File: config.mk
export PLATFORM = sky130hd
export DESIGN_NAME = regfile_sb
export DESIGN_NICKNAME = d
export VERILOG_FILES = /design/src/rtl/regfile_sb.sv
export SDC_FILE = /design/constraint.sdc
export NUM_CORES = 1
export LEC_CHECK = 0
export ABC_AREA = 1
export BUFFER_PORTS_ARGS = -buffer_cell sky130_fd_sc_hd__buf_2
export CAP_MARGIN = 20
export CORE_ASPECT_RATIO = 0.8
export CORE_UTILIZATION = 40
export CTS_CLUSTER_DIAMETER = 30
export DETAILED_ROUTE_END_ITERATION = 7
export SLEW_MARGIN = 0
export SYNTH_ARGS = -nofsm -noshare
export SYNTH_HDL_FRONTEND = slang
export SYNTH_SLANG_ARGS = --single-unit
File: constraint.sdc
create_clock -name clk -period 1.8 [get_ports clk]
set_input_delay 0.36 -clock clk [delete_from_list [all_inputs] [get_ports clk]]
set_output_delay 0.36 -clock clk [all_outputs]
set_load 0.05 [all_outputs]
File: src/rtl/regfile_sb.sv
// Register file with a per-register busy scoreboard and two registered read ports.
// Reads are write-first: a same-cycle write or scoreboard update is visible on the read.
module regfile_sb #(
   parameter int WIDTH   = 8,
   parameter int DEPTH   = 8,
   parameter int ZERO_R0 = 0,
   localparam int AW     = (DEPTH > 1) ? $clog2(DEPTH) : 1
) (
   input  logic             clk,
   input  logic             reset,
   input  logic             we,
   input  logic [AW-1:0]    waddr,
   input  logic [WIDTH-1:0] wdata,
   input  logic             re_a,
   input  logic [AW-1:0]    raddr_a,
   input  logic             re_b,
   input  logic [AW-1:0]    raddr_b,
   input  logic             bset,
   input  logic [AW-1:0]    bset_addr,
   output logic [WIDTH-1:0] rdata_a,
   output logic [WIDTH-1:0] rdata_b,
   output logic             busy_a,
   output logic             busy_b
);

   // Storage covers the full address space; slots at or above DEPTH (and r0 when
   // hardwired) are never written, so they stay zero and reads of them return zero.
   localparam int          NREG    = 1 << AW;
   localparam logic [AW:0] DEPTH_W = (AW + 1)'(DEPTH);

   logic [WIDTH-1:0] mem      [NREG];
   logic [WIDTH-1:0] mem_nxt  [NREG];
   logic [NREG-1:0]  busy;
   logic [NREG-1:0]  busy_nxt;

   function automatic logic addr_ok(input logic [AW-1:0] addr);
      return ({1'b0, addr} < DEPTH_W) && !((ZERO_R0 != 0) && (addr == '0));
   endfunction

   // Post-edge view of the array and scoreboard; reads sample this for write-first bypass.
   always_comb begin
      // NOTE: combinational blocks use blocking '=' with every output defaulted first,
      // so later statements see earlier updates and no latch is inferred.
      mem_nxt  = mem;
      busy_nxt = busy;
      if (we && addr_ok(waddr)) begin
         mem_nxt[waddr]  = wdata;
         busy_nxt[waddr] = 1'b0;
      end
      // Applied after the write so a same-cycle set wins over the write's clear.
      if (bset && addr_ok(bset_addr)) begin
         busy_nxt[bset_addr] = 1'b1;
      end
   end

   always_ff @(posedge clk) begin
      // NOTE: sequential state uses non-blocking '<='; the storage array is reset
      // here as well because every register must read back zero after reset.
      if (reset) begin
         mem     <= '{default: '0};
         busy    <= '0;
         rdata_a <= '0;
         rdata_b <= '0;
         busy_a  <= 1'b0;
         busy_b  <= 1'b0;
      end else begin
         mem  <= mem_nxt;
         busy <= busy_nxt;
         if (re_a) begin
            rdata_a <= mem_nxt[raddr_a];
            busy_a  <= busy_nxt[raddr_a];
         end
         if (re_b) begin
            rdata_b <= mem_nxt[raddr_b];
            busy_b  <= busy_nxt[raddr_b];
         end
      end
   end

endmodule
After elaboration in Yosys (flattened, before gate mapping)
Cells that the tools add are included.
{ "word_totals": {"input_bits": 26, "output_inout_bits": 18, "register_bits": 90} }
{ "op_classes": {"mux": 20, "n_bitwise": 6, "reduce_logical": 3, "n_lt_le_gt_ge": 10} }
{ "ops": {"columns": ["cell", "count"], "rows": [
  ["$bwmux W64", 1],
  ["$mux W64", 1],
  ["$mux W8", 7],
  ["$bmux W8 S3", 2],
  ["$demux W8 S3", 1],
  ["$lt A3 B4 Y1 const B", 4],
  ["$ge A4 B4 Y1 const B", 3],
  ["$not A3 Y4", 3],
  ["$and A8 B8 Y8", 1],
  ["$not A8 Y8", 1],
  ["$or A8 B8 Y8", 1],
  ["$bmux W1 S3", 2],
  ["$demux W1 S3", 2],
  ["$ge A3 B1 Y1 const B", 2],
  ["$lt A4 B1 Y1 const B", 1],
  ["$mux W1", 4],
  ["$logic_and A1 B1 Y1", 3]
]} }

Depth between registers and ports, before layout
Gate-level depths: netlist of run 1.
{ "depth": {"word_depth": 11, "mapped_depth": 9} }

Least setup slack after synthesis of run 1
Ideal clock, no wire load.
{ "synth_path": {"path_kind": "input to register", "startpoint": "input port raddr_a[0]", "endpoint": "register rdata_a[5]", "slack_ps": 403, "t_required_ps": 1673, "setup_time_ps": 127, "arrival_ps": 1270, "cell_stages": 8, "path_buffers": 2, "path_cell_list": "buf_2 > clkinv_1 > clkbuf_1 > nand3_1 > nand3_1 > nand3_1 > nand2_1 > a21oi_2"} }
{ "synth_via": {"elab_chain_len": 4} }
{ "synth_rtl": {"columns": ["element", "line", "source"], "rows": [
  ["from (decl)", "15", "input logic [AW-1:0] raddr_a,"],
  ["$not A3 Y4 (not written as such)", "70", "rdata_a <= mem_nxt[raddr_a];"],
  ["$bmux W8 S3", "70", null],
  ["$mux W8 (not written as such) (2 in series)", "70", null],
  ["to (signal assigned)", "70", null],
  ["to (decl)", "20", "output logic [WIDTH-1:0] rdata_a,"]
]} }
Every way passes these cells. The select of a mux whose other input is x is not followed.
A chain may end at the register's enable or synchronous reset.

Worst setup path after layout of run 1
{ "layout_path": {"startpoint": "input port waddr[1]", "endpoint": "register rdata_a[0]"} }
{ "layout_via": {"elab_chain_len": 10} }
{ "layout_rtl": {"columns": ["element", "line", "source"], "rows": [
  ["from (decl)", "12", "input logic [AW-1:0] waddr,"],
  ["$not A3 Y4 (not written as such) (*)", "47", "mem_nxt[waddr] = wdata;"],
  ["$ge A4 B4 Y1 (not written as such) or $lt A4 B1 Y1 (tied branches)", "47", null],
  ["$logic_and A1 B1 Y1 (not written as such)", "47", null],
  ["$mux W8 (not written as such)", "47", null],
  ["$demux W8 S3 (*)", "47", null],
  ["$bwmux W64 (*)", "47", null],
  ["$mux W64 (*)", "46", "if (we && addr_ok(waddr)) begin"],
  ["$bmux W8 S3 (*)", "70", null],
  ["$mux W8 (not written as such) (*) (2 in series)", "70", null]
]} }
Mark *: on every way between the ends. The rest lies on a longest branch, timed or not. The select of a mux whose other input is x is not followed.

==> metrics.md, run 1 <==
| Metric | Value |
|---|---|
| Top layer in use | `met4` |
| Placed Area | `between 0.005 and 0.006 mm²` |
| First-pass GRT wire length | `27800 µm` |
| Total power | `slightly above 5 mW` |
| Syn. warnings | `0` |
| Total CTS buffers | `9` |
| Mapped Area | `0.00481 mm²` |
| Final hold vios | `0` |
| Critical path origin | `waddr[1]` |
| R2r endpoint | `rdata_b[1]` |
| Slew headroom | `approximately 63%` |
| Worst vdd ir | `0.000661 V` |
| Sequential power share | `about two fifths` |
| Largest net degree at the start of global routing | `73` |
| Synth top area share | `37.4%` |
| Worst setup path endpoint | `rdata_a[0]` |
| Min-Delay Path Class | `in2reg` |
| Max Root-Sink Buffers | `2` |
| Initial core utilization | `approximately two fifths` |
| Clk pwr share | `40.6%` |
| Synth-to-Final Area Change | `16.5%` |
| Register area share after synthesis | `37.4%` |
| CTS sink cnt | `90` |
| Vias in the first global route | `5068` |
| Fin crit share | `81.9%` |
| Port bufs | `43` |
| Critical path type | `in2reg` |
| Vias after detailed routing | `between 5000 and 6000` |
| Max Cap Viol | `0` |
| Leakage | `2.36 nW` |
| Crit Path Max Fanout | `9` |
| Die area | `0.0125 mm²` |
| R2R setup slack | `740 ps` |
| Sw Pwr | `approximately 1.4 mW` |
| Int Power | `approximately 3.6 mW` |
| Post-Route M1 WL | `between 7000 and 8000 µm` |
| Final wirelength | `17800 µm` |
| PwrDens | `approximately 900 mW/mm²` |
| Io pins | `44` |
| Antenna-violating nets left | `0` |
| Initial antenna violation count | `0` |
| Syn Nets | `729` |
| Mapped Avg Cell Area | `6.85 µm²` |
| DR DRC count | `0` |
| Crit end category | `flip-flop` |
| Grt total ovfl | `0` |
| Die width | `between 100 and 150 µm` |
| H-tree Lvls | `3` |
| Setup TNS Final | `0 ps` |
| Final worst setup slack | `326 ps` |
| Pre-CTS setup slack | `4.15 ps` |
| Top cells by instance count after synthesis | `293 x nand3_1, 120 x nand2_1, 90 x dfxtp_1` |
| Post-layout min period | `1470 ps` |
| Required @ worst endpoint | `2020 ps` |
| Final setup vio count | `0` |
| EDFF count, synth | `0` |
| 1st-iter DRT viols | `697` |
| Post-synthesis cell count | `703` |
| Startpoint types | `input pin` |
| Diodes inserted | `0` |
| Post-CTS Setup Inserts | `0` |
| TritonRoute pass-1 iters | `6` |
| WHS | `about 400 ps` |
| CP Data Arrival Time | `1700 ps` |
| Most instantiated library cell after synthesis | `nand3_1` |
| CTS tree | `done` |
| Layout Utilization | `48.3%` |
| Finished Layout Cells | `896` |
| Row count | `35` |
| Ys async rst share | `0%` |
| Met2 wire len | `7610 µm` |
| Reg2reg start | `mem[1]` |
| Hpwl dp | `12000 µm` |
| Final Max Tran Viols | `0` |
| Clock transition at the registers of the reported paths | `60 ps` |
| Core area | `0.0116 mm²` |
| DP Cell Count | `881` |
| Final GP Congestion | `0.934` |
| #FFs+latches synth | `90` |
| Clk_skew | `between 6 and 7 ps` |
| Die Y | `between 100 and 150 µm` |
| Synth area leader | `dfxtp_1` |
| Outcome | `finished, final reports clean` |
| WL met3 | `roughly 2100 µm` |
| R2r worst-path depth | `6` |
| CTS resizes | `0` |
| Nets@finish | `770` |
| Avg Vias per Cell | `6.17` |
| Net Sw Frac | `28.5%` |
| Wire per inst | `about 20 µm` |
| Comb pwr share | `18.1%` |
| Worst Tran Pin Value | `551 ps` |
| Fmax | `just under 700 MHz` |
| CTS Hold Bufs | `0` |
| Area contributors post-synth | `dfxtp_1 37%, nand3_1 30%, nand2_1 9.4%` |
| Ys flop type | `dfxtp_1` |
| Netlist cell types | `20` |
| RSZ-0062 raised after global routing | `no` |
| Clock root buffer master | `clkbuf_16` |
| Total GRT Usage | `28.9%` |
| Worst-Skew Late Latency | `about 340 ps` |
| Share of cells above drive strength 1 | `15.8%` |
| Final instance area | `0.00561 mm²` |
-- logic make-up (layout without fill, tap and decap cells) --
| group | count (synthesis) | after routing | share of synthesized area, % |
|---|---|---|---|
| AOI/OAI and AO/OA | 108 | 108 | 11.5 |
| buffers and inverters | 67 | 112 | 7.04 |
| DFF | 90 | 90 | 37.4 |
| and+or+nand+nor | 438 | 438 | 44.0 |
-- final cells by class --
type | count | area, µm²
well taps | 148 | 185
flip-flops and latches | 90 | 1800
multi-input cells | 546 | 2670
clock buffers | 13 | 260
inverters | 18 | 67.6
fillers | 1169 | 6000
clock inverters | 2 | 60.1
repair buffers | 79 | 561
-- how the worst min path moves through the flow --
stage | depth (start not counted) | startpoint | slack [ps] | to
2_1_floorplan | 2 | mem[37] | 470 | mem[37]
3_3_place_gp | 2 | mem[37] | 480 | mem[37]
3_5_place_dp | 2 | mem[0] | 490 | mem[0]
4_1_cts | 3 | wdata[5] | 390 | mem[37]
5_1_grt | 3 | bset_addr[0] | 410 | busy[7]
6_report | 3 | wdata[5] | 400 | mem[37]
-- registers in the layout (all words and copies together) (netlist names) --
register / flops
rdata_b: 8
rdata_a: 8
busy_a: 1
busy_b: 1
busy: 8
mem: 64
-- cell usage in the layout (no fill, tap or decap) --
cell type  netlist  routed
clkbuf_1        23       2
a21oi_2          4       4
nand3_1        293     293
nor2_1           5       5
inv_2            3       3
dfxtp_1         90      90
bufinv_16        0       2
clkinv_1         6       6
buf_12           1       6
nand3b_1         1       1
nand2_2          6       6
nand2_1        120     120
nand3_2          8       8
o21ai_0         18      18
nor2_4           5       5
buf_4            4      30
buf_2            9      43
a21oi_1         86      86
clkbuf_8         0       2
clkbuf_16        0       9
inv_1            9       9
-- metal layers --
| metal | vias up | global-route usage [%] |
|---|---|---|
| met5 | - | 0 |
| met4 | 0 | 9.73 |
| met3 | 29 | 8.69 |
| met2 | 341 | 43.2 |
| met1 | 2597 | 39.7 |
| li1 | 2560 | - |
-- worst max-delay path, cell delays in order --
cell	delay [ps]
buf_2	160
inv_2	70
nor2_4	180
nand2_2	240
nand2_1	180
nand3_1	90
nand3_1	80
nand3_1	150
nand2_1	130
a21oi_1	60
-- power groups by stage --
| stage | sequential (mW) | combinational (mW) | clock (mW) |
|---|---|---|---|
| floorplan | 2.23 | 0.504 | 0 |
| global placement | 2.13 | 0.890 | 0 |
| detailed placement | 2.13 | 0.894 | 0 |
| CTS | 2.09 | 0.898 | 2.09 |
| global route | 2.09 | 0.986 | 2.17 |
| finish | 2.09 | 0.919 | 2.06 |
Power figures use the tool's default switching activity.
==> run 2: changes to the inputs <==
- clock period: 1.8 -> 1.4 ns (I/O delays scaled with it)
==> run 2 against run 1 <==
  * Sequential cell count did not move
  * Total power rose by 27%
  * Via count rose by 7.4%
  * Global-route usage rose by 1.6 points
  * Highest routed layer unchanged
  * Clock power rose by 19%
==> metrics.md, run 2 (synthesis results as in run 1) <==
| Metric | Value |
|---|---|
| Required @ worst endpoint | `1630 ps (was 2020 ps)` |
| Die area | `0.0125 mm² (unchanged)` |
| WHS | `330 ps (was 402 ps)` |
| TritonRoute pass-1 iters | `5 (was 6)` |
| Placed Area | `0.00597 mm² (was 0.00529 mm²)` |
| Largest register by flop count | `mem (unchanged)` |
| Filler Cell Count | `1116 (was 1169)` |
| Largest net degree at the start of global routing | `73 (unchanged)` |
| Crit Path Max Fanout | `9 (unchanged)` |
| Reg2reg start | `mem[28] (was mem[1])` |
| Avg Vias per Cell | `6.00 (was 6.17)` |
| Slew headroom | `66.6% (was 63.3%)` |
| Total power | `6.46 mW (was 5.07 mW)` |
| Wire per inst | `18.8 µm (was 19.8 µm)` |
| Final instance area | `0.00644 mm² (was 0.00561 mm²)` |
| Hpwl dp | `13000 µm (was 12000 µm)` |
| Critical path type | `in2reg (unchanged)` |
| Total GRT Usage | `30.6% (was 28.9%)` |
| Final Max Tran Viols | `0 (unchanged)` |
| RSZ-0062 raised after global routing | `yes (was no)` |
| Crit end category | `flip-flop (unchanged)` |
| Fin crit share | `96.1%` |
| Die Y | `100 µm (unchanged)` |
| Initial antenna violation count | `0 (unchanged)` |
| CP Data Arrival Time | `1580 ps (was 1700 ps)` |
| Worst Tran Pin Value | `501 ps (was 551 ps)` |
| Clk pwr share | `38.0% (was 40.6%)` |
| Net Sw Frac | `30.1% (was 28.5%)` |
| Post-layout min period | `1350 ps` |
| Clock root buffer master | `clkbuf_16 (unchanged)` |
| Pre-CTS setup slack | `-345 ps (was 4.15 ps)` |
| Grt total ovfl | `0 (unchanged)` |
| 1st-iter DRT viols | `660 (was 697)` |
| Antenna-violating nets left | `0 (unchanged)` |
| Share of cells above drive strength 1 | `27.2% (was 15.8%)` |
| Clk_skew | `7.31 ps (was 6.97 ps)` |
| Worst-Skew Late Latency | `340 ps (about the same)` |
| Sequential power share | `41.6% (was 41.2%)` |
| Final worst setup slack | `54.8 ps (was 326 ps)` |
| Final hold vios | `0 (unchanged)` |
| Max Cap Viol | `0 (unchanged)` |
| Nets@finish | `863 (was 770)` |
| CTS tree | `done (unchanged)` |
| Hold Path Origin | `bset_addr[0] (was wdata[5])` |
| CTS Hold Bufs | `0 (unchanged)` |
| Die width | `125 µm (unchanged)` |
| Max Root-Sink Buffers | `2 (unchanged)` |
| Port bufs | `43 (unchanged)` |
| CTS sink cnt | `90 (unchanged)` |
| Row count | `35 (unchanged)` |
| Total CTS buffers | `9 (unchanged)` |
| Initial core utilization | `41.5% (unchanged)` |
| Leakage | `2.84 nW (was 2.36 nW)` |
| Critical path origin | `waddr[1] (unchanged)` |
| Core area | `0.0116 mm² (unchanged)` |
| Final setup vio count | `0 (unchanged)` |
| Vias in the first global route | `5521 (was 5068)` |
| Max FFs per register | `64 (unchanged)` |
| Startpoint types | `input pin (unchanged)` |
| Worst vdd ir | `0.000683 V (was 0.000661 V)` |
| Diodes inserted | `0 (unchanged)` |
| Synth-to-Final Area Change | `33.9% (was 16.5%)` |
| Comb pwr share | `20.4% (was 18.1%)` |
| Final GP Congestion | `0.924 (was 0.934)` |
| Final wirelength | `18600 µm (was 17800 µm)` |
| First-pass GRT wire length | `29600 µm (was 27800 µm)` |
| Commonest non-fill, non-tap cells in the layout | `283 x nand3_1, 116 x buf_4, 114 x nand2_1, 90 x dfxtp_1, 86 x a21oi_1 (was 293 x nand3_1, 120 x nand2_1, 90 x dfxtp_1, 86 x a21oi_1, 43 x buf_2)` |
| Min-Delay Path Class | `in2reg (unchanged)` |
| Most common cell after layout, fill and taps aside | `nand3_1 (unchanged)` |
| R2R setup slack | `380 ps (was 740 ps)` |
| Sw Pwr | `1.94 mW (was 1.45 mW)` |
| Fmax | `743 MHz` |
| Io pins | `44 (unchanged)` |
| DR DRC count | `0 (unchanged)` |
| H-tree Lvls | `3 (unchanged)` |
| Clock transition at the registers of the reported paths | `70 ps (was 60 ps)` |
| PwrDens | `1000 mW/mm² (was 904 mW/mm²)` |
| Vias after detailed routing | `5934 (was 5527)` |
| Outcome | `finished, final reports clean (unchanged)` |
| Int Power | `4.52 mW (was 3.62 mW)` |
run 2: cell count changes in the layout (fill, tap and decap cells not counted), sizes merged:
cell	previous run	this run
bufinv	2	1
clkinv	6	9
clkinvlp	0	2
inv	12	11
buf	79	169
run 2: worst max-delay path: stages:
cell and delay [ps]:
clkbuf_4 160, inv_2 60, nor2_4 200, buf_4 170, nand2_8 90, nand2_1 110, nand3_1 70, nand3_1 100
nand3_1 140, nand2_1 140, a21oi_2 50
run 2: repair_timing:
action                     in CTS  in global routing
setup buffers                   0                  6
hold endpoints to repair        0                  0
gates resized for setup         0                 28
setup endpoints to repair       0                 16
run 2: final timing paths:
kind | end | cells after the start
max | rdata_b[6] | 11
min | busy[7] | 3
max reg2reg | rdata_b[4] | 6
min reg2reg | mem[61] | 2
run 2: routing by layer:
metal / up-vias / track usage (%) / routed length [µm]
met3: 40 / 5.70 / 1990
met4: 0 / 10.1 / 391
li1: 2746 / - / -
met5: - / 0 / 0
met1: 2811 / 43.0 / 8120
met2: 337 / 47.2 / 8140
run 2: layout make-up:
type / count / area (µm²) / area share (%)
timing repair buffer: 172 / 1320 / 20.5
tap: 148 / 185 / 2.87
sequential: 90 / 1800 / 28.0
clock inverter: 5 / 55.1 / 0.854
inverter: 18 / 72.6 / 1.13
clock buffer: 10 / 239 / 3.71
multi-input combinational: 546 / 2770 / 43.0
run 2: stage by stage:
step / instances / setup TNS [ps] / utilization (%)
floorplan: 703 / 0 / -
global placement: 968 / -4970 / 51.4
detailed placement: 968 / -5610 / 51.4
CTS: 983 / 0 / 53.9
global route: 989 / -257 / 55.5
finish: 989 / 0 / 55.5
run 2: power groups by stage:
| stage | Combinational, mW | Clock, mW | Sequential, mW |
|---|---|---|---|
| after floorplan | 0.648 | 0 | 2.86 |
| after global placement | 1.23 | 0 | 2.74 |
| after detailed placement | 1.24 | 0 | 2.74 |
| after CTS | 1.24 | 2.50 | 2.68 |
| after global routing | 1.42 | 2.59 | 2.69 |
| final | 1.32 | 2.45 | 2.69 |
